<file path="config.mk">
export PLATFORM = sky130hd
export DESIGN_NAME = multicycle_control
export DESIGN_NICKNAME = d
export VERILOG_FILES = /design/src/rtl/multicycle_control.sv
export SDC_FILE = /design/constraint.sdc
export NUM_CORES = 1
export LEC_CHECK = 0
export CAP_MARGIN = 0
export CELL_PAD_IN_SITES_DETAIL_PLACEMENT = 0
export CELL_PAD_IN_SITES_GLOBAL_PLACEMENT = 2
export CORE_ASPECT_RATIO = 0.9
export CORE_MARGIN = 1
export CORE_UTILIZATION = 19
export CTS_CLUSTER_SIZE = 40
export DETAILED_ROUTE_END_ITERATION = 7
export GPL_TIMING_DRIVEN = 0
export PLACE_DENSITY_LB_ADDON = 0.1
export SLEW_MARGIN = 20
export SYNTH_ARGS = -nofsm -noshare
export SYNTH_HDL_FRONTEND = slang
export SYNTH_SLANG_ARGS = --single-unit
</file>
<file path="constraint.sdc">
create_clock -name clk -period 5.8 [get_ports clk]
set_clock_uncertainty 0.1 [all_clocks]
set_input_delay 1.16 -clock clk [delete_from_list [all_inputs] [get_ports clk]]
set_output_delay 1.16 -clock clk [all_outputs]
set_load 0.01 [all_outputs]
</file>
<file path="src/rtl/multicycle_control.sv">
// Multi-cycle sequencer for the RV32I core. It steps each instruction through
// FETCH/DECODE/EXEC/MEM/MDU/WB and drives the datapath enables for each step.
//
// Ports:
//   clk, rst_n       rising-edge clock, asynchronous active-low reset
//   instr            instruction register contents (valid from DECODE on)
//   mem_ready        memory access completes this cycle
//   branch_taken     datapath comparator result, used in EXEC
//   mdu_done         MDU result valid, used only in MDU
//   ir_write, pc_write, pc_src, jalr           fetch / PC control
//   mem_req, mem_we, mem_size, mem_unsigned    memory port control
//   alu_op, alu_in1, alu_in2                   ALU control and operand selects
//   wb_sel, reg_write                          register write-back control
//   mdu_start                                  one-cycle MDU launch
//   instr_done                                 retire pulse
//   illegal                                    sticky illegal-instruction flag
//   state                                      current FSM state (debug)
//
// Handshakes: mem_req stays high until mem_ready is seen high; the access
// completes on the clock edge where both are high. mdu_start is a single-cycle
// pulse, after which the FSM waits in MDU for mdu_done; the result is taken on
// the edge where mdu_done is high.
module multicycle_control #(
   parameter bit ENABLE_M     = 1'b1,
   parameter bit ILLEGAL_TRAP = 1'b1
) (
   input  logic        clk,
   input  logic        rst_n,
   input  logic [31:0] instr,
   input  logic        mem_ready,
   input  logic        branch_taken,
   input  logic        mdu_done,
   output logic        ir_write,
   output logic        pc_write,
   output logic        pc_src,
   output logic        jalr,
   output logic        mem_req,
   output logic        mem_we,
   output logic [1:0]  mem_size,
   output logic        mem_unsigned,
   output logic [3:0]  alu_op,
   output logic        alu_in1,
   output logic [1:0]  alu_in2,
   output logic [1:0]  wb_sel,
   output logic        reg_write,
   output logic        mdu_start,
   output logic        instr_done,
   output logic        illegal,
   output logic [2:0]  state
);

   typedef enum logic [2:0] {
      ST_FETCH  = 3'd0,
      ST_DECODE = 3'd1,
      ST_EXEC   = 3'd2,
      ST_MEM    = 3'd3,
      ST_MDU    = 3'd4,
      ST_WB     = 3'd5,
      ST_TRAP   = 3'd6
   } state_t;

   typedef enum logic [3:0] {
      C_R, C_I, C_LOAD, C_STORE, C_BRANCH, C_JAL, C_JALR,
      C_LUI, C_AUIPC, C_MUL, C_ILL
   } cls_t;

   state_t     state_q, state_d;
   cls_t       cls_q, cls_d, cls_dec;
   logic       illegal_q, illegal_d;

   logic [6:0] opcode;
   logic [2:0] funct3;
   logic [6:0] funct7;
   logic [4:0] rd;
   logic       unused_instr_bits;

   assign opcode = instr[6:0];
   assign rd     = instr[11:7];
   assign funct3 = instr[14:12];
   assign funct7 = instr[31:25];
   // Register specifiers other than rd belong to the datapath.
   assign unused_instr_bits = ^instr[24:15];

   // Opcode classification; only consumed while in DECODE.
   always_comb begin
      cls_dec = C_ILL;
      case (opcode)
         7'b0110011: begin
            if (funct7 == 7'b0000001) cls_dec = ENABLE_M ? C_MUL : C_ILL;
            else                      cls_dec = C_R;
         end
         7'b0010011: cls_dec = C_I;
         7'b0000011: cls_dec = C_LOAD;
         7'b0100011: cls_dec = C_STORE;
         7'b1100011: cls_dec = C_BRANCH;
         7'b1101111: cls_dec = C_JAL;
         7'b1100111: cls_dec = C_JALR;
         7'b0110111: cls_dec = C_LUI;
         7'b0010111: cls_dec = C_AUIPC;
         default:    cls_dec = C_ILL;
      endcase
   end

   always_ff @(posedge clk or negedge rst_n) begin
      if (!rst_n) begin
         state_q   <= ST_FETCH;
         cls_q     <= C_ILL;
         illegal_q <= 1'b0;
      end else begin
         state_q   <= state_d;
         cls_q     <= cls_d;
         illegal_q <= illegal_d;
      end
   end

   // Next-state logic.
   always_comb begin
      state_d   = state_q;
      cls_d     = (state_q == ST_DECODE) ? cls_dec : cls_q;
      case (state_q)
         ST_FETCH:  if (mem_ready) state_d = ST_DECODE;
         ST_DECODE: begin
            if (cls_dec == C_ILL) state_d = ILLEGAL_TRAP ? ST_TRAP : ST_FETCH;
            else                  state_d = ST_EXEC;
         end
         ST_EXEC: begin
            case (cls_q)
               C_BRANCH:       state_d = ST_FETCH;
               C_LOAD, C_STORE: state_d = ST_MEM;
               C_MUL:          state_d = ST_MDU;
               default:        state_d = ST_WB;
            endcase
         end
         ST_MEM: if (mem_ready) state_d = (cls_q == C_LOAD) ? ST_WB : ST_FETCH;
         ST_MDU: if (mdu_done) state_d = ST_WB;
         ST_WB:   state_d = ST_FETCH;
         ST_TRAP: state_d = ST_TRAP;
         default: state_d = ST_FETCH;
      endcase
      illegal_d = illegal_q | (state_d == ST_TRAP);
   end

   // ALU controls from the latched class; driven in both EXEC and WB so the
   // ALU result is still available while the register file is written.
   logic [3:0] alu_op_c;
   logic       alu_in1_c;
   logic [1:0] alu_in2_c;

   always_comb begin
      alu_op_c  = 4'b0000;
      alu_in1_c = 1'b0;
      alu_in2_c = 2'b00;
      case (cls_q)
         C_R: alu_op_c = {funct7[5], funct3};
         C_I: begin
            // Only the shifts use funct7[5] (SRLI vs SRAI).
            alu_op_c  = (funct3 == 3'b001 || funct3 == 3'b101) ? {funct7[5], funct3}
                                                               : {1'b0, funct3};
            alu_in2_c = 2'b01;
         end
         C_LOAD, C_STORE: alu_in2_c = 2'b01;
         C_BRANCH: alu_op_c = 4'b1000;
         C_LUI: begin
            alu_op_c  = 4'b1111;
            alu_in2_c = 2'b01;
         end
         C_AUIPC: begin
            alu_in1_c = 1'b1;
            alu_in2_c = 2'b01;
         end
         C_JAL, C_JALR: begin
            alu_in1_c = 1'b1;
            alu_in2_c = 2'b10;
         end
         default: ;
      endcase
   end

   // Output decode. Gated by rst_n so that an asserted reset drops every
   // request at once, without waiting for an edge or for mem_ready.
   always_comb begin
      ir_write     = 1'b0;
      pc_write     = 1'b0;
      pc_src       = 1'b0;
      jalr         = 1'b0;
      mem_req      = 1'b0;
      mem_we       = 1'b0;
      mem_size     = 2'b10;
      mem_unsigned = 1'b0;
      alu_op       = 4'b0000;
      alu_in1      = 1'b0;
      alu_in2      = 2'b00;
      wb_sel       = 2'b00;
      reg_write    = 1'b0;
      mdu_start    = 1'b0;
      instr_done   = 1'b0;
      if (rst_n) begin
         case (state_q)
            ST_FETCH: begin
               mem_req  = 1'b1;
               ir_write = mem_ready;
            end
            ST_DECODE: begin
               if (cls_dec == C_ILL && !ILLEGAL_TRAP) begin
                  pc_write   = 1'b1;
                  instr_done = 1'b1;
               end
            end
            ST_EXEC: begin
               alu_op  = alu_op_c;
               alu_in1 = alu_in1_c;
               alu_in2 = alu_in2_c;
               if (cls_q == C_BRANCH) begin
                  pc_write   = 1'b1;
                  pc_src     = branch_taken;
                  instr_done = 1'b1;
               end
               mdu_start = (cls_q == C_MUL);
            end
            ST_MEM: begin
               mem_req = 1'b1;
               if (cls_q == C_STORE) begin
                  mem_we     = 1'b1;
                  mem_size   = funct3[1:0];
                  pc_write   = mem_ready;
                  instr_done = mem_ready;
               end else begin
                  {mem_unsigned, mem_size} = funct3;
               end
            end
            ST_WB: begin
               alu_op     = alu_op_c;
               alu_in1    = alu_in1_c;
               alu_in2    = alu_in2_c;
               reg_write  = (rd != 5'd0);
               wb_sel     = (cls_q == C_LOAD) ? 2'b01 : (cls_q == C_MUL) ? 2'b10 : 2'b00;
               pc_write   = 1'b1;
               pc_src     = (cls_q == C_JAL) || (cls_q == C_JALR);
               jalr       = (cls_q == C_JALR);
               instr_done = 1'b1;
            end
            default: ;
         endcase
      end
   end

   assign illegal = illegal_q;
   assign state   = state_q;

endmodule

</file>
==> results.sh, run 1 <==
export IMPL_status="finished, final reports clean"
export IMPL_tns_ns=0
export IMPL_cts_buffers_inserted=3
export IMPL_ant_nets=0
export IMPL_vdd_drop_max_v=0.0000910
export IMPL_grt_max_degree=16
export IMPL_core_area_um2=4920
export IMPL_hold_viol=0
export IMPL_endpoint_kind="primary output"
export IMPL_synth_main_ff_cell="dfrtp_1"
export IMPL_yosysWarnings=0
export IMPL_rsz0062_at_grt="false"
export IMPL_hpwl_um=2670
export IMPL_synth_edf_count=0
export IMPL_synth_cells=138
export IMPL_power_density_nw_per_um2=314
export IMPL_syn_area_um2=985
export IMPL_dr_pass1_iters=4
export IMPL_relSlewSlack=0.604
export IMPL_maxCapViolations=0
export IMPL_tightest_slew_ns=0.592
export IMPL_routed_wl_um=3190
export IMPL_drive_gt1_frac=0.0781
export IMPL_hold_path_class="flip-flop to flip-flop"
export IMPL_track_usage=0.117
export IMPL_leakagePower_nw=0.535
export IMPL_grt_pass1_vias=1191
export IMPL_rr_startpoint="cls_q[1]"
export IMPL_fin_util=0.327
export IMPL_clockBufferDepth=2
export IMPL_cts_sinks=8
export IMPL_synth_commonest_cells="18 x nor2_1, 12 x a21oi_1, 11 x nand2_1"
export IMPL_insertion_delay_ns=0.23
export IMPL_num_rows=24
export IMPL_drc=0
export IMPL_period_minus_slack_ns=4.53
export IMPL_synth_top_cell_area_share=0.152
export IMPL_min_delay_start="illegal"
export IMPL_avgSynthCellArea_um2=7.14
export IMPL_start_kind="input pin"
export IMPL_antenna_found_initial=0
export IMPL_crit_top_cell="clkdlybuf4s50_1"
export IMPL_path_clk_slew_ns=0.04
export IMPL_critPathSlowestCell="clkdlybuf4s50_1"
export IMPL_worstPathArrival_ns=3.27
export IMPL_fmax_mhz=221
export IMPL_routabilityCongestion=0.696
export IMPL_area_growth_syn_to_layout_pct=63.7
export IMPL_grt_pass1_wl_um=5180
export IMPL_synth_most_common_cell="nor2_1"
export IMPL_fillCellCount=546
export IMPL_whs_ns=0.457
export IMPL_start_util=0.200
export IMPL_cts_tree="done"
export IMPL_synthArstFlopShare=1.00
export IMPL_vias=1201
export IMPL_timing_final_ws_setup_ns=1.27
export IMPL_diodes=0
export IMPL_power_total_uw=506
export IMPL_dp_slack_ns=1.23
export IMPL_htreeDepth=1
export IMPL_ys_types=46
export IMPL_drv_slew=0
export IMPL_period_share=0.780
export IMPL_post_drt_wl_per_cell_um=12.4
export IMPL_syn_nets=175
export IMPL_yosys_area_top_type="dfrtp_1"
export IMPL_cp_cell_sequence="clkdlybuf4s50_1 > o21ai_1 > nand2b_1 > a21oi_1 > clkdlybuf4s50_1"
export IMPL_post_cts_buffers=0
export IMPL_critPathLaunch="rst_n"
export IMPL_grt_ovfl_total=0
export IMPL_cpPeakStageDelay_ns=0.85
export IMPL_die_area_um2=5470
export IMPL_stdcell_area_um2=1610
export IMPL_ys_ff_latch=8
export IMPL_ios=62
export IMPL_io_buffers=50
export IMPL_cts_resized_gates=0
export IMPL_drt_iter0_markers=63
export IMPL_finalSetupViolCount=0
export IMPL_die_x_um=77.9
export IMPL_stdcell_count=257
export IMPL_synth_area_top_cells="dfrtp_1 15%, nor2_1 6.9%, a21oi_1 6.1%"
export IMPL_cts_root_buf="clkbuf_8"
export IMPL_vias_per_cell=4.67
export IMPL_fp_dieH_um=70.3
export IMPL_dpl_cell_area_um2=1570
export IMPL_crit_type="input pin to primary output"
export IMPL_ctsHoldBuffers=0
export IMPL_ys_seq_area_frac=0.206
export IMPL_required_ns=4.54
export IMPL_dp_cells=253
export IMPL_critPathMaxFanout=15
export IMPL_nNetsFinal=230
==> logic make-up (layout without fill, tap and decap cells) <==
kind of cell,after synthesis,after routing,share of synthesized area
XOR/XNOR,1,1,0.00890
AO/OA/AOI/OAI,45,45,0.310
AND/OR/NAND/NOR,71,71,0.405
flip-flops,8,8,0.206
multiplexers,1,1,0.0114
buffers and inverters,12,66,0.0584
==> critical path: cells and delay by family <==
family | cells | cell delay, ns
compound gates | 2 | 0.43
buf+inv | 2 | 1.40
simple gates | 1 | 0.27
==> metal layers <==
layer,wire length [µm],GRT usage,vias up
li1,-,-,625
met1,1510,0.148,544
met2,1540,0.205,28
met3,114,0.00784,4
met4,38,0.0440,0
met5,0,0,-
==> path summary, 6_finish.rpt <==
path | cells past startpoint | endpoint | slack (ns)
worst max register to register | 6 | illegal | 3.78
max in group asynchronous | 1 | cls_q[2] | 4.00
worst min-delay path | 1 | illegal | 0.46
worst max-delay path | 5 | alu_op[0] | 1.27
worst min register to register | 1 | illegal | 0.46
min in group asynchronous | 1 | illegal | 1.21
==> cell type report <==
cell class,instances,area (µm²),share of cell area
multi-input combinational,118,724,0.450
tap,65,81.3,0.0505
buffer,9,46.3,0.0287
sequential,8,203,0.126
clock buffer,4,45.0,0.0280
inverter,3,11.3,0.00699
timing repair buffer,50,500,0.311
==> power breakdown <==
part / internal [mW] / leakage (nW) / total [mW] / switching, mW
logic: 0.148 / 0.416 / 0.327 / 0.179
clock network: 0.0475 / 0.0228 / 0.0685 / 0.0209
registers: 0.0842 / 0.0965 / 0.110 / 0.0255
==> sequential cells by signal, summed over array words and instances, names as in the netlist <==
signal and flops:
illegal 1, cls_q 4, state 3
==> layout by cell type (no fill, tap or decap), types with 2 or more instances in the layout <==
cell	synthesis	layout
nand2_1	11	11
and3_1	3	3
nand3_1	6	6
clkbuf_8	0	3
nor2_1	18	18
nor3b_1	2	2
dfrtp_1	6	6
a31oi_1	3	3
o21ai_0	9	9
or3_1	2	2
nor3_1	6	6
clkbuf_1	6	7
nor2b_1	5	5
o2bb2ai_1	2	2
a31o_2	2	2
nand2b_1	8	8
a21oi_1	12	12
o21a_1	3	3
inv_1	3	3
dfstp_2	2	2
a211o_1	2	2
a211oi_1	2	2
clkdlybuf4s50_1	0	50
(Power assumes the default switching activity.)
==> run 2: changes to the inputs <==
Settings changed: CORE_UTILIZATION 19 to 18.
Clock period 5.8 ns to 4.63 ns, I/O delays scaled along.
==> run 2 against run 1 <==
Against the previous run: sequential power grew 26%; clock-buffer cell count is the same; largest cell class unchanged; sequential share of layout area is essentially flat.
==> results.sh, run 2 (synthesized netlist as in run 1, its figures left out) <==
export IMPL_timing_final_ws_setup_ns=0.545
export IMPL_start_util=0.187
export IMPL_diodes=0
export IMPL_insertion_delay_ns=0.23
export IMPL_vias_per_cell=4.84
export IMPL_dp_cells=255
export IMPL_worstPathArrival_ns=3.06
export IMPL_cpPeakStageDelay_ns=0.85
export IMPL_fillCellCount=597
export IMPL_ctsHoldBuffers=0
export IMPL_final_common_cell="clkdlybuf4s50_1"
export IMPL_power_density_nw_per_um2=398
export IMPL_htreeDepth=1
export IMPL_stdcell_count=259
export IMPL_ios=62
export IMPL_clockBufferDepth=2
export IMPL_crit_top_cell="clkdlybuf4s50_1"
export IMPL_cts_sinks=8
export IMPL_cts_resized_gates=0
export IMPL_stdcell_area_um2=1610
export IMPL_drc=0
export IMPL_whs_ns=0.451
export IMPL_largest_register="cls_q"
export IMPL_drt_iter0_markers=57
export IMPL_period_minus_slack_ns=4.08
export IMPL_dpl_cell_area_um2=1570
export IMPL_required_ns=3.60
export IMPL_cts_tree="done"
export IMPL_critPathMaxFanout=15
export IMPL_nNetsFinal=230
export IMPL_hold_path_class="flip-flop to flip-flop"
export IMPL_tightest_slew_ns=0.595
export IMPL_wl_met1_um=1550
export IMPL_vias=1254
export IMPL_post_drt_wl_per_cell_um=12.9
export IMPL_hold_viol=0
export IMPL_io_buffers=50
export IMPL_cp_cell_sequence="clkdlybuf4s50_1 > o21ai_1 > nand2b_1 > a21oi_1 > clkdlybuf4s50_1"
export IMPL_vdd_drop_max_v=0.000110
export IMPL_finalSetupViolCount=0
export IMPL_grt_pass1_wl_um=5400
export IMPL_power_total_uw=643
export IMPL_highest_layer="met4"
export IMPL_relSlewSlack=0.602
export IMPL_period_share=0.882
export IMPL_tns_ns=0
export IMPL_critPathSlowestCell="clkdlybuf4s50_1"
export IMPL_largest_reg_flops=4
export IMPL_track_usage=0.118
export IMPL_start_kind="input pin"
export IMPL_fp_dieH_um=72.2
export IMPL_grt_max_degree=16
export IMPL_core_area_um2=5260
export IMPL_path_clk_slew_ns=0.04
export IMPL_maxCapViolations=0
export IMPL_dp_slack_ns=0.491
export IMPL_drv_slew=0
export IMPL_status="finished, final reports clean"
export IMPL_drive_gt1_frac=0.0781
export IMPL_dr_pass1_iters=4
export IMPL_num_rows=25
export IMPL_cts_root_buf="clkbuf_8"
export IMPL_wl_met3_um=164
export IMPL_die_area_um2=5770
export IMPL_endpoint_kind="primary output"
export IMPL_antenna_found_initial=0
export IMPL_hpwl_um=2780
export IMPL_wl_met2_um=1600
export IMPL_layout_common_cells="50 x clkdlybuf4s50_1, 18 x nor2_1, 12 x a21oi_1, 11 x nand2_1, 9 x o21ai_0"
export IMPL_routabilityCongestion=0.722
export IMPL_fmax_mhz=245
export IMPL_die_x_um=80.0
export IMPL_leakagePower_nw=0.535
export IMPL_rsz0062_at_grt="false"
export IMPL_ant_nets=0
export IMPL_grt_ovfl_total=0
export IMPL_routed_wl_um=3350
export IMPL_area_growth_syn_to_layout_pct=63.9
export IMPL_fin_util=0.307
export IMPL_grt_pass1_vias=1144
export IMPL_cts_buffers_inserted=3
export IMPL_post_cts_buffers=0
export IMPL_crit_type="input pin to primary output"
## run 2: cell counts in the layout (fill, tap and decap cells not counted)
No cell type changed its count.
## run 2: final timing paths
kind / start / end / slack (ns) / cells after the start
hold reg to reg: illegal / illegal / 0.45 / 1
min in group asynchronous: rst_n / illegal / 0.98 / 1
max in group asynchronous: rst_n / cls_q[0] / 3.06 / 1
hold / removal: illegal / illegal / 0.45 / 1
setup reg to reg: cls_q[1] / illegal / 2.58 / 6
setup / recovery: rst_n / alu_op[0] / 0.55 / 5
## run 2: final cells by class
cell class                      count  area (µm²)  area share
Timing Repair Buffer               50         500       0.310
Inverter                            3        11.3     0.00698
Tap cell                           67        83.8      0.0519
Multi-Input combinational cell    118         724       0.449
Clock buffer                        4        45.0      0.0279
Buffer                              9        46.3      0.0287
Sequential cell                     8         203       0.126
## run 2: routing by layer
layer  vias to the layer above  GRT usage
met3                         5     0.0138
met1                       587      0.155
met4                         0     0.0417
met5                         -          0
met2                        36      0.199
li1                        626          -
## run 2: power by group
group          total (mW)  internal [mW]  switching, mW
Clock              0.0876         0.0597         0.0279
Sequential          0.139          0.106         0.0332
Combinational       0.416          0.186          0.231
Total               0.643          0.351          0.292
## run 2: worst max-delay path: cells and delay by family
kind,cells,cell delay (ns)
AOI/OAI and AO/OA,2,0.45
buffers and inverters,2,1.40
and+or+nand+nor,1,0.28
